File: config.mk
export PLATFORM = sky130hd
export DESIGN_NAME = line_xfer_engine
export DESIGN_NICKNAME = d
export VERILOG_FILES = /design/src/rtl/line_xfer_engine.sv
export SDC_FILE = /design/constraint.sdc
export NUM_CORES = 1
export LEC_CHECK = 0
export ABC_CLOCK_PERIOD_IN_PS = 5600
export BUFFER_PORTS_ARGS = -buffer_cell sky130_fd_sc_hd__clkbuf_2
export CAP_MARGIN = 20
export CORE_AREA = 4 4 97 136
export CTS_BUF_LIST = sky130_fd_sc_hd__clkbuf_4
export CTS_CLUSTER_DIAMETER = 150
export DETAILED_ROUTE_END_ITERATION = 6
export DIE_AREA = 0 0 101 140
export GPL_TIMING_DRIVEN = 0
export PLACE_DENSITY = 0.74
export SKIP_LAST_GASP = 1
export SLEW_MARGIN = 20
export SYNTH_ARGS = -nofsm -noshare
export SYNTH_HDL_FRONTEND = slang
export SYNTH_SLANG_ARGS = --single-unit
File: constraint.sdc
create_clock -name clk -period 5.6 [get_ports clk]
set_input_delay 0.84 -clock clk [delete_from_list [all_inputs] [get_ports clk]]
set_output_delay 0.84 -clock clk [all_outputs]
set_load 0.1 [all_outputs]
File: src/rtl/line_xfer_engine.sv
// Line transfer engine: expands evict/refill line commands into
// word-level memory requests and streams refill words into the data array.
`timescale 1ns/1ps
module line_xfer_engine #(
    parameter int ADDR_W  = 32,
    parameter int DATA_W  = 32,
    parameter int WORDS   = 16,
    parameter int MAX_OUT = 4
) (
    input  logic                     clk,
    input  logic                     reset,
    input  logic                     cmd_val,
    output logic                     cmd_rdy,
    input  logic [1:0]               cmd_type,
    input  logic [ADDR_W-1:0]        cmd_evict_addr,
    input  logic [ADDR_W-1:0]        cmd_refill_addr,
    input  logic                     ev_data_val,
    output logic                     ev_data_rdy,
    input  logic [DATA_W-1:0]        ev_data,
    output logic                     mem_req_val,
    input  logic                     mem_req_rdy,
    output logic                     mem_req_type,
    output logic [ADDR_W-1:0]        mem_req_addr,
    output logic [DATA_W-1:0]        mem_req_data,
    input  logic                     mem_resp_val,
    output logic                     mem_resp_rdy,
    input  logic [DATA_W-1:0]        mem_resp_data,
    output logic                     fill_wen,
    output logic [$clog2(WORDS)-1:0] fill_idx,
    output logic [DATA_W-1:0]        fill_data,
    output logic                     done
);
    localparam int IW     = $clog2(WORDS);
    localparam int CW     = IW + 1;
    localparam int STRIDE = DATA_W / 8;

    typedef enum logic [2:0] {
        IDLE, EV_ISSUE, EV_DRAIN, RF_ISSUE, RF_DRAIN, DONE
    } state_t;

    state_t            state_q, state_d;
    logic [CW-1:0]     req_cnt_q, req_cnt_d;
    logic [CW-1:0]     rsp_cnt_q, rsp_cnt_d;
    logic [1:0]        type_q, type_d;
    logic [ADDR_W-1:0] ev_base_q, ev_base_d;
    logic [ADDR_W-1:0] rf_base_q, rf_base_d;
    logic [CW-1:0]     outstanding;
    logic              can_issue;
    logic              in_rf;
    logic [ADDR_W-1:0] offset;

    always_comb begin
        state_d      = state_q;
        req_cnt_d    = req_cnt_q;
        rsp_cnt_d    = rsp_cnt_q;
        type_d       = type_q;
        ev_base_d    = ev_base_q;
        rf_base_d    = rf_base_q;
        cmd_rdy      = 1'b0;
        ev_data_rdy  = 1'b0;
        mem_req_val  = 1'b0;
        mem_req_type = 1'b0;
        mem_req_addr = '0;
        mem_req_data = '0;
        mem_resp_rdy = 1'b0;
        fill_wen     = 1'b0;
        fill_idx     = '0;
        fill_data    = '0;
        done         = 1'b0;
        outstanding  = req_cnt_q - rsp_cnt_q;
        can_issue    = (req_cnt_q < CW'(WORDS)) &&
                       (outstanding < CW'(MAX_OUT));
        in_rf        = (state_q == RF_ISSUE) || (state_q == RF_DRAIN);
        offset       = ADDR_W'(req_cnt_q) * ADDR_W'(STRIDE);

        unique case (state_q)
            IDLE: begin
                cmd_rdy = 1'b1;
                if (cmd_val) begin
                    type_d    = cmd_type;
                    ev_base_d = cmd_evict_addr;
                    rf_base_d = cmd_refill_addr;
                    req_cnt_d = '0;
                    rsp_cnt_d = '0;
                    state_d   = (cmd_type == 2'd1 || cmd_type == 2'd2) ?
                                EV_ISSUE : RF_ISSUE;
                end
            end
            EV_ISSUE: begin
                mem_resp_rdy = 1'b1;
                mem_req_val  = ev_data_val && can_issue;
                mem_req_type = 1'b1;
                mem_req_addr = ev_base_q + offset;
                mem_req_data = ev_data;
                // victim word leaves the array only with an accepted write
                ev_data_rdy  = mem_req_val && mem_req_rdy;
            end
            EV_DRAIN: mem_resp_rdy = 1'b1;
            RF_ISSUE: begin
                mem_resp_rdy = 1'b1;
                mem_req_val  = can_issue;
                mem_req_addr = rf_base_q + offset;
            end
            RF_DRAIN: mem_resp_rdy = 1'b1;
            DONE: begin
                done    = 1'b1;
                state_d = IDLE;
            end
            default: state_d = IDLE;
        endcase

        if (mem_req_val && mem_req_rdy)
            req_cnt_d = req_cnt_q + CW'(1);
        if (mem_resp_val && mem_resp_rdy) begin
            rsp_cnt_d = rsp_cnt_q + CW'(1);
            if (in_rf) begin
                fill_wen  = 1'b1;
                fill_idx  = rsp_cnt_q[IW-1:0];
                fill_data = mem_resp_data;
            end
        end

        unique case (state_q)
            EV_ISSUE:
                if (req_cnt_d == CW'(WORDS)) state_d = EV_DRAIN;
            EV_DRAIN:
                // all write acks land before the first refill read
                if (rsp_cnt_q == CW'(WORDS)) begin
                    if (type_q == 2'd2) begin
                        state_d   = RF_ISSUE;
                        req_cnt_d = '0;
                        rsp_cnt_d = '0;
                    end else begin
                        state_d = DONE;
                    end
                end
            RF_ISSUE:
                if (req_cnt_d == CW'(WORDS)) state_d = RF_DRAIN;
            RF_DRAIN:
                if (rsp_cnt_q == CW'(WORDS)) state_d = DONE;
            default: ;
        endcase
    end

    always_ff @(posedge clk or negedge reset) begin
        if (!reset) begin
            state_q   <= IDLE;
            req_cnt_q <= '0;
            rsp_cnt_q <= '0;
            type_q    <= '0;
            ev_base_q <= '0;
            rf_base_q <= '0;
        end else begin
            state_q   <= state_d;
            req_cnt_q <= req_cnt_d;
            rsp_cnt_q <= rsp_cnt_d;
            type_q    <= type_d;
            ev_base_q <= ev_base_d;
            rf_base_q <= rf_base_d;
        end
    end
endmodule

==> flow_metrics.py, run 1 <==
metrics = {
    "route": {
        "dr.pass1.iters": 5,
        "via_per_inst": 5.10,
        "wl_per_cell_um": 15.7,
        "drt_iter0_drc": 196,
        "route.antenna.remaining_nets": 0,
        "routed-via-count": 5515,
        "drc": 0,
        "drt_wl_total_mm": 17.0,
    },
    "setup_path": {
        "cpPeakStageDelay_ns": 0.50,
        "critPathRequiredTime_ns": 4.76,
        "path_cells": "buf_6 -> nand3b_4 -> buf_6 -> buf_4 -> buf_6 -> buf_6 -> nand2_1 -> nand2_1 -> ha_1 -> a21o_1 -> a21oi_1 -> o21ai_0 -> and2_1 -> clkbuf_1 -> nand2_1 -> xor2_1 -> o22ai_1 -> clkbuf_2",
        "slowest_stage": "clkbuf_2",
        "rr_startpoint": "req_cnt_q[3]",
        "cpMostUsedCell": "buf_6",
        "crit_arrival_ns": 4.41,
        "cp_top_family": "buffers and inverters",
        "startpoint": "state_q[2]",
        "start_kind": "flop",
        "critical_path.max_fanout": 19,
        "crit_buf_inv": 7,
        "worstSetupPathType": "flop to primary output",
        "endpoint_kind": "primary output",
        "ff2ff_setup_slack_ns": 2.78,
    },
    "floorplan": {
        "dieArea_um2": 14100,
        "initial_core_util_pct": 43.8,
        "fp.dieH_um": 140,
        "die_w_um": 101,
        "pin_count": 243,
        "num_rows": 48,
        "coreArea_um2": 12100,
    },
    "clock_tree": {
        "cts_buffers": 9,
        "cts_root_buf": "clkbuf_4",
        "clockBufferDepth": 2,
        "cts_tree": "built",
        "cts_htree_levels": 3,
        "cts_hold_buffers": 0,
        "clock_sinks": 79,
        "clock_latency_ns": 0.46,
        "clk_pin_slew_worst_paths_ns": 0.15,
    },
    "sta": {
        "worst_pin_slew_ns": 0.647,
        "slew-limit-headroom_pct": 56.8,
        "timing.setup.tns_ns": 0,
        "fin_crit_ns": 5.25,
        "report.final.slew_viol_count": 0,
        "rsz0062_at_grt": "false",
        "max_freq_mhz": 191,
        "clock_skew_ns": 0.0235,
        "hold_violations": 0,
        "finalSetupViolations": 0,
        "period_share_pct": 93.7,
    },
    "global_routing": {
        "grt-ovfl-total": 0,
        "grt_max_degree": 47,
        "gr-usage-met3_pct": 4.78,
        "global_route.usage.met2_pct": 43.4,
        "grt_pass1_vias": 5491,
        "grtUsageMet1_pct": 28.3,
        "antenna_found_initial": 1,
        "grtUsageTotal_pct": 24.1,
        "grt_pass1_wl_mm": 26.8,
        "busiest_layer": "met2",
    },
    "synth": {
        "synth_edf_count": 0,
        "synth.avg_cell_area_um2": 7.84,
        "synth.area.top_cells": "dfrtp_1 (37%), nand2_1 (16%), and2_1 (5.0%), mux2i_1 (4.0%), and3_1 (3.8%)",
        "synth_top_area_share_pct": 37.4,
        "yosys.cell_types.count": 56,
        "ys_seq_area_share_pct": 37.4,
        "synth-seq-cells": 79,
        "yosys_warnings": 0,
        "ys.flop_type": "dfrtp_1",
        "synth_nets": 822,
        "synthCells": 674,
        "async_reset_ff_share_pct": 100,
        "netlist.top_cell.by_area": "dfrtp_1",
        "syn_area_um2": 5290,
    },
    "final_layout": {
        "layout_common_cells": "clkbuf_2 (232), nand2_1 (232), dfrtp_1 (79)",
        "syn2layout_area_growth_pct": 29.5,
        "layout-drive-gt1-share_pct": 31.5,
        "final_net_count": 1074,
    },
    "place": {
        "dpl.hpwl_mm": 13.9,
        "port-buffer-count": 242,
        "gp_congestion": 0.947,
    },
    "status": {
        "status": "finished, final reports clean",
    },
    "job": {
        "maxCapViolations": 0,
    },
    "min_path": {
        "hold_class": "input pin to asynchronous set/reset pin",
    },
}
==> sequential cells by signal (all words and copies together), names as in the netlist <==
name and cells:
rf_base_q 32, type_q 2, req_cnt_q 5, rsp_cnt_q 5, ev_base_q 32, state_q 3
==> cells by family (layout without fill, tap and decap cells) <==
logic type               count (synthesis)  in the layout  share of synthesized area [%]
AO/OA/AOI/OAI                           45             45                           6.04
XOR/XNOR                                31             31                           5.14
adder cells (fa/ha/maj)                 12             12                           2.98
buffers and inverters                   57            313                           5.09
flip-flops                              79             79                           37.4
multiplexers                            28             28                           5.47
other                                    0              1                              0
AND/OR/NAND/NOR                        422            422                           37.9
==> final timing paths <==
kind                       cells past startpoint         endpoint
setup / recovery                              18  mem_req_addr[9]
hold / removal                                 1    ev_base_q[11]
setup reg to reg                               8       state_q[0]
hold reg to reg                                2    rf_base_q[24]
max in group asynchronous                      2    ev_base_q[29]
min in group clk                               2    rf_base_q[24]
==> routing by layer <==
metal,vias up,wire [um]
met1,2539,6600
met4,0,448
li1,2715,-
met3,34,1360
met5,-,0
met2,227,8580
==> synthesized netlist by cell type, drive strengths merged, types with 3 or more instances <==
| cell | instances |
|---|---|
| nand4b | 4 |
| o21ai | 13 |
| buf | 9 |
| nand3 | 15 |
| dfrtp | 79 |
| nand2 | 232 |
| nor4 | 6 |
| nand3b | 3 |
| and3 | 32 |
| nor2b | 5 |
| nand4 | 5 |
| nor2 | 44 |
| nor3b | 4 |
| ha | 11 |
| nor3 | 14 |
| inv | 15 |
| xnor2 | 17 |
| a21oi | 9 |
| and2 | 43 |
| o21a | 5 |
| nand2b | 4 |
| clkbuf | 33 |
| o22ai | 4 |
| xor2 | 14 |
| mux2 | 7 |
| or3 | 4 |
| mux2i | 21 |
==> metrics by stage <==
step | std cells | cell area [um^2] | setup slack [ns] | util (%) | hold WS (ns)
after floorplan | 674 | 5300 | 0.133 | - | 0.440
after global placement | 1066 | 6690 | 0.242 | 55.5 | 0.455
after detailed placement | 1067 | 6720 | 0.251 | 55.6 | 0.462
after CTS | 1081 | 6840 | 0.00534 | 56.7 | 0.419
after global routing | 1081 | 6850 | 0.0174 | 56.7 | 0.450
final | 1081 | 6850 | 0.352 | 56.7 | 0.407
==> area by class of cell <==
type | count | area [um^2]
Antenna cell | 1 | 2.50
Buffer | 40 | 204
Clock buffer | 9 | 67.6
Clock inverter | 6 | 47.5
Fill cell | 1231 | 5230
Inverter | 15 | 56.3
Multi-Input combinational cell | 538 | 3050
Sequential cell | 79 | 1980
Tap cell | 150 | 188
Timing Repair Buffer | 243 | 1250
==> what timing repair did <==
item / in CTS / in global routing
cloned: 0 / 0
gates resized for setup: 5 / 9
pin swaps: 0 / 0
setup endpoints to repair: 7 / 20
setup buffers: 0 / 0
Power of run 1 is not shown: default switching activity piles up to over one toggle a cycle in this logic, so the estimate is an artifact.
==> inputs of run 2 (changes only) <==
--- a/config.mk
+++ b/config.mk
@@ -5,16 +5,16 @@
 export SDC_FILE = /design/constraint.sdc
 export NUM_CORES = 1
 export LEC_CHECK = 0
-export ABC_CLOCK_PERIOD_IN_PS = 5600
+export ABC_CLOCK_PERIOD_IN_PS = 4380
 export BUFFER_PORTS_ARGS = -buffer_cell sky130_fd_sc_hd__clkbuf_2
 export CAP_MARGIN = 20
-export CORE_AREA = 4 4 97 136
+export CORE_AREA = 4 4 98 137
 export CTS_BUF_LIST = sky130_fd_sc_hd__clkbuf_4
 export CTS_CLUSTER_DIAMETER = 150
 export DETAILED_ROUTE_END_ITERATION = 6
-export DIE_AREA = 0 0 101 140
+export DIE_AREA = 0 0 102 141
 export GPL_TIMING_DRIVEN = 0
-export PLACE_DENSITY = 0.74
+export PLACE_DENSITY = 0.76
 export SKIP_LAST_GASP = 1
 export SLEW_MARGIN = 20
 export SYNTH_ARGS = -nofsm -noshare
==> constraint.sdc (replaced) <==
create_clock -name clk -period 4.38 [get_ports clk]
set_input_delay 0.657 -clock clk [delete_from_list [all_inputs] [get_ports clk]]
set_output_delay 0.657 -clock clk [all_outputs]
set_load 0.1 [all_outputs]
==> run 2 against run 1 <==
  * Via count increased by 1.8%
  * Global-route usage rose by 0.69 points
  * Sequential share of layout area shrank 2.1 points
  * Cell count increased by 1.7%
  * Utilization rose by 3.5 points
  * Register-to-register slack lost 1.2 ns
  * Critical path type unchanged
  * Largest cell class unchanged
  * Highest routed layer unchanged
==> flow_metrics.py, run 2 (synthesized netlist as in run 1, its figures left out) <==
metrics = {
    "setup_path": {
        "crit_arrival_ns": 3.58,
        "start_kind": "flop",
        "endpoint_kind": "primary output",
        "reg2reg_depth": 8,
        "rr_startpoint": "req_cnt_q[3]",
        "critical_path.max_fanout": 10,
        "r2r-end": "state_q[0]",
        "critPathRequiredTime_ns": 3.72,
        "worstSetupPathType": "flop to primary output",
        "ff2ff_setup_slack_ns": 1.56,
    },
    "final_layout": {
        "layout_common_cells": "nand2_1 (230), clkbuf_2 (220), dfrtp_1 (79)",
        "syn2layout_area_growth_pct": 39.6,
        "final_net_count": 1091,
        "layout-drive-gt1-share_pct": 37.0,
        "layout_commonest_cell": "nand2_1",
        "fill_cells": 1207,
        "regArea_um2": 1980,
        "final_util_pct": 60.2,
        "top_regs": "ev_base_q x32, rf_base_q x32",
        "multi_input_area_um2": 3260,
    },
    "global_routing": {
        "antenna_found_initial": 1,
        "grtUsageTotal_pct": 24.7,
        "grt_pass1_vias": 5531,
        "grt-ovfl-total": 0,
        "grt_max_degree": 51,
        "grt_pass1_wl_mm": 27.5,
    },
    "floorplan": {
        "die_w_um": 102,
        "pin_count": 243,
        "num_rows": 48,
        "dieArea_um2": 14400,
        "initial_core_util_pct": 43.1,
        "fp.dieH_um": 141,
        "coreArea_um2": 12300,
    },
    "sta": {
        "max_freq_mhz": 236,
        "slew-limit-headroom_pct": 36.7,
        "hold_violations": 0,
        "worst_pin_slew_ns": 0.950,
        "fin_crit_ns": 4.23,
        "finalSetupViolations": 0,
        "period_share_pct": 96.7,
        "clock_skew_ns": 0.0130,
        "report.final.slew_viol_count": 0,
    },
    "clock_tree": {
        "cts_buffers": 9,
        "clock_latency_ns": 0.46,
        "cts_root_buf": "clkbuf_4",
        "cts_hold_buffers": 0,
        "clockBufferDepth": 2,
        "clock_sinks": 79,
        "cts_htree_levels": 3,
        "clk_pin_slew_worst_paths_ns": 0.14,
        "cts_tree": "built",
    },
    "route": {
        "route.antenna.remaining_nets": 0,
        "wl_per_cell_um": 16.6,
        "via_per_inst": 5.11,
        "routed-via-count": 5613,
        "drt_wl_total_mm": 18.2,
        "dr.pass1.iters": 5,
        "drt_iter0_drc": 213,
        "drc": 0,
    },
    "place": {
        "dpl.hpwl_mm": 14.3,
        "gp_congestion": 0.939,
        "port-buffer-count": 242,
    },
    "status": {
        "status": "finished, final reports clean",
    },
    "min_path": {
        "hold_class": "input pin to asynchronous set/reset pin",
    },
    "job": {
        "maxCapViolations": 0,
    },
}
==> run 2: how the worst max path moves through the flow <==
| stage | startpoint | to | slack (ns) |
|---|---|---|---|
| global route | state_q[2] | mem_req_addr[20] | -0.03 |
| CTS | state_q[2] | mem_req_addr[18] | 0.0003 |
| detailed placement | state_q[2] | mem_req_addr[30] | -0.81 |
| global placement | state_q[1] | mem_req_addr[30] | -0.78 |
| floorplan | state_q[2] | mem_req_addr[6] | -0.68 |
| finish | state_q[2] | mem_req_addr[30] | 0.15 |
==> run 2: critical path: stages (launching register included) <==
cell and delay [ns]:
dfrtp_1 0.39, buf_6 0.13, nor2b_4 0.11, and2_4 0.14, clkbuf_8 0.13, clkbuf_16 0.13
nand2_1 0.06, nand2_2 0.09, ha_4 0.14, inv_2 0.03, fa_2 0.34, nor2b_2 0.14
o21a_1 0.14, o21a_1 0.18, o21a_4 0.22, nand4_1 0.11, or3_1 0.33, nand2_2 0.11
buf_8 0.20
==> run 2: through the flow <==
step,hold slack (ns),std cells,cell area [um^2],worst slack (ns),TNS (ns)
after floorplan,0.361,674,5410,-0.680,-2.55
after global placement,0.456,1066,6810,-0.775,-9.72
after detailed placement,0.463,1067,6840,-0.805,-10.36
after CTS,0.145,1094,7270,0.000305,0
after global routing,0.174,1099,7380,-0.0268,-0.0776
final,0.141,1099,7380,0.146,0
==> run 2: what timing repair did <==
| action | CTS | global route |
|---|---|---|
| gates resized for setup | 43 | 25 |
| endpoints found under the setup margin | 27 | 25 |
| pin swaps | 6 | 7 |
| cloned | 1 | 0 |
| setup buffers | 15 | 4 |
==> run 2: area by class of cell <==
type	instances	share of cell area (%)
multi-input cells	538	44.2
flip-flops and latches	79	26.8
repair buffers	263	20.5
plain buffers	37	2.98
well taps	150	2.54
clock inverters	6	1.15
clock buffers	10	1.02
inverters	15	0.763
diodes	1	0.0339
==> run 2: layer usage <==
metal	GRT usage (%)	wire [um]
met1	26.4	6360
met2	44.9	9510
met3	7.08	1880
met4	9.68	486
met5	0	0
Power of run 2 is left out for the same reason.
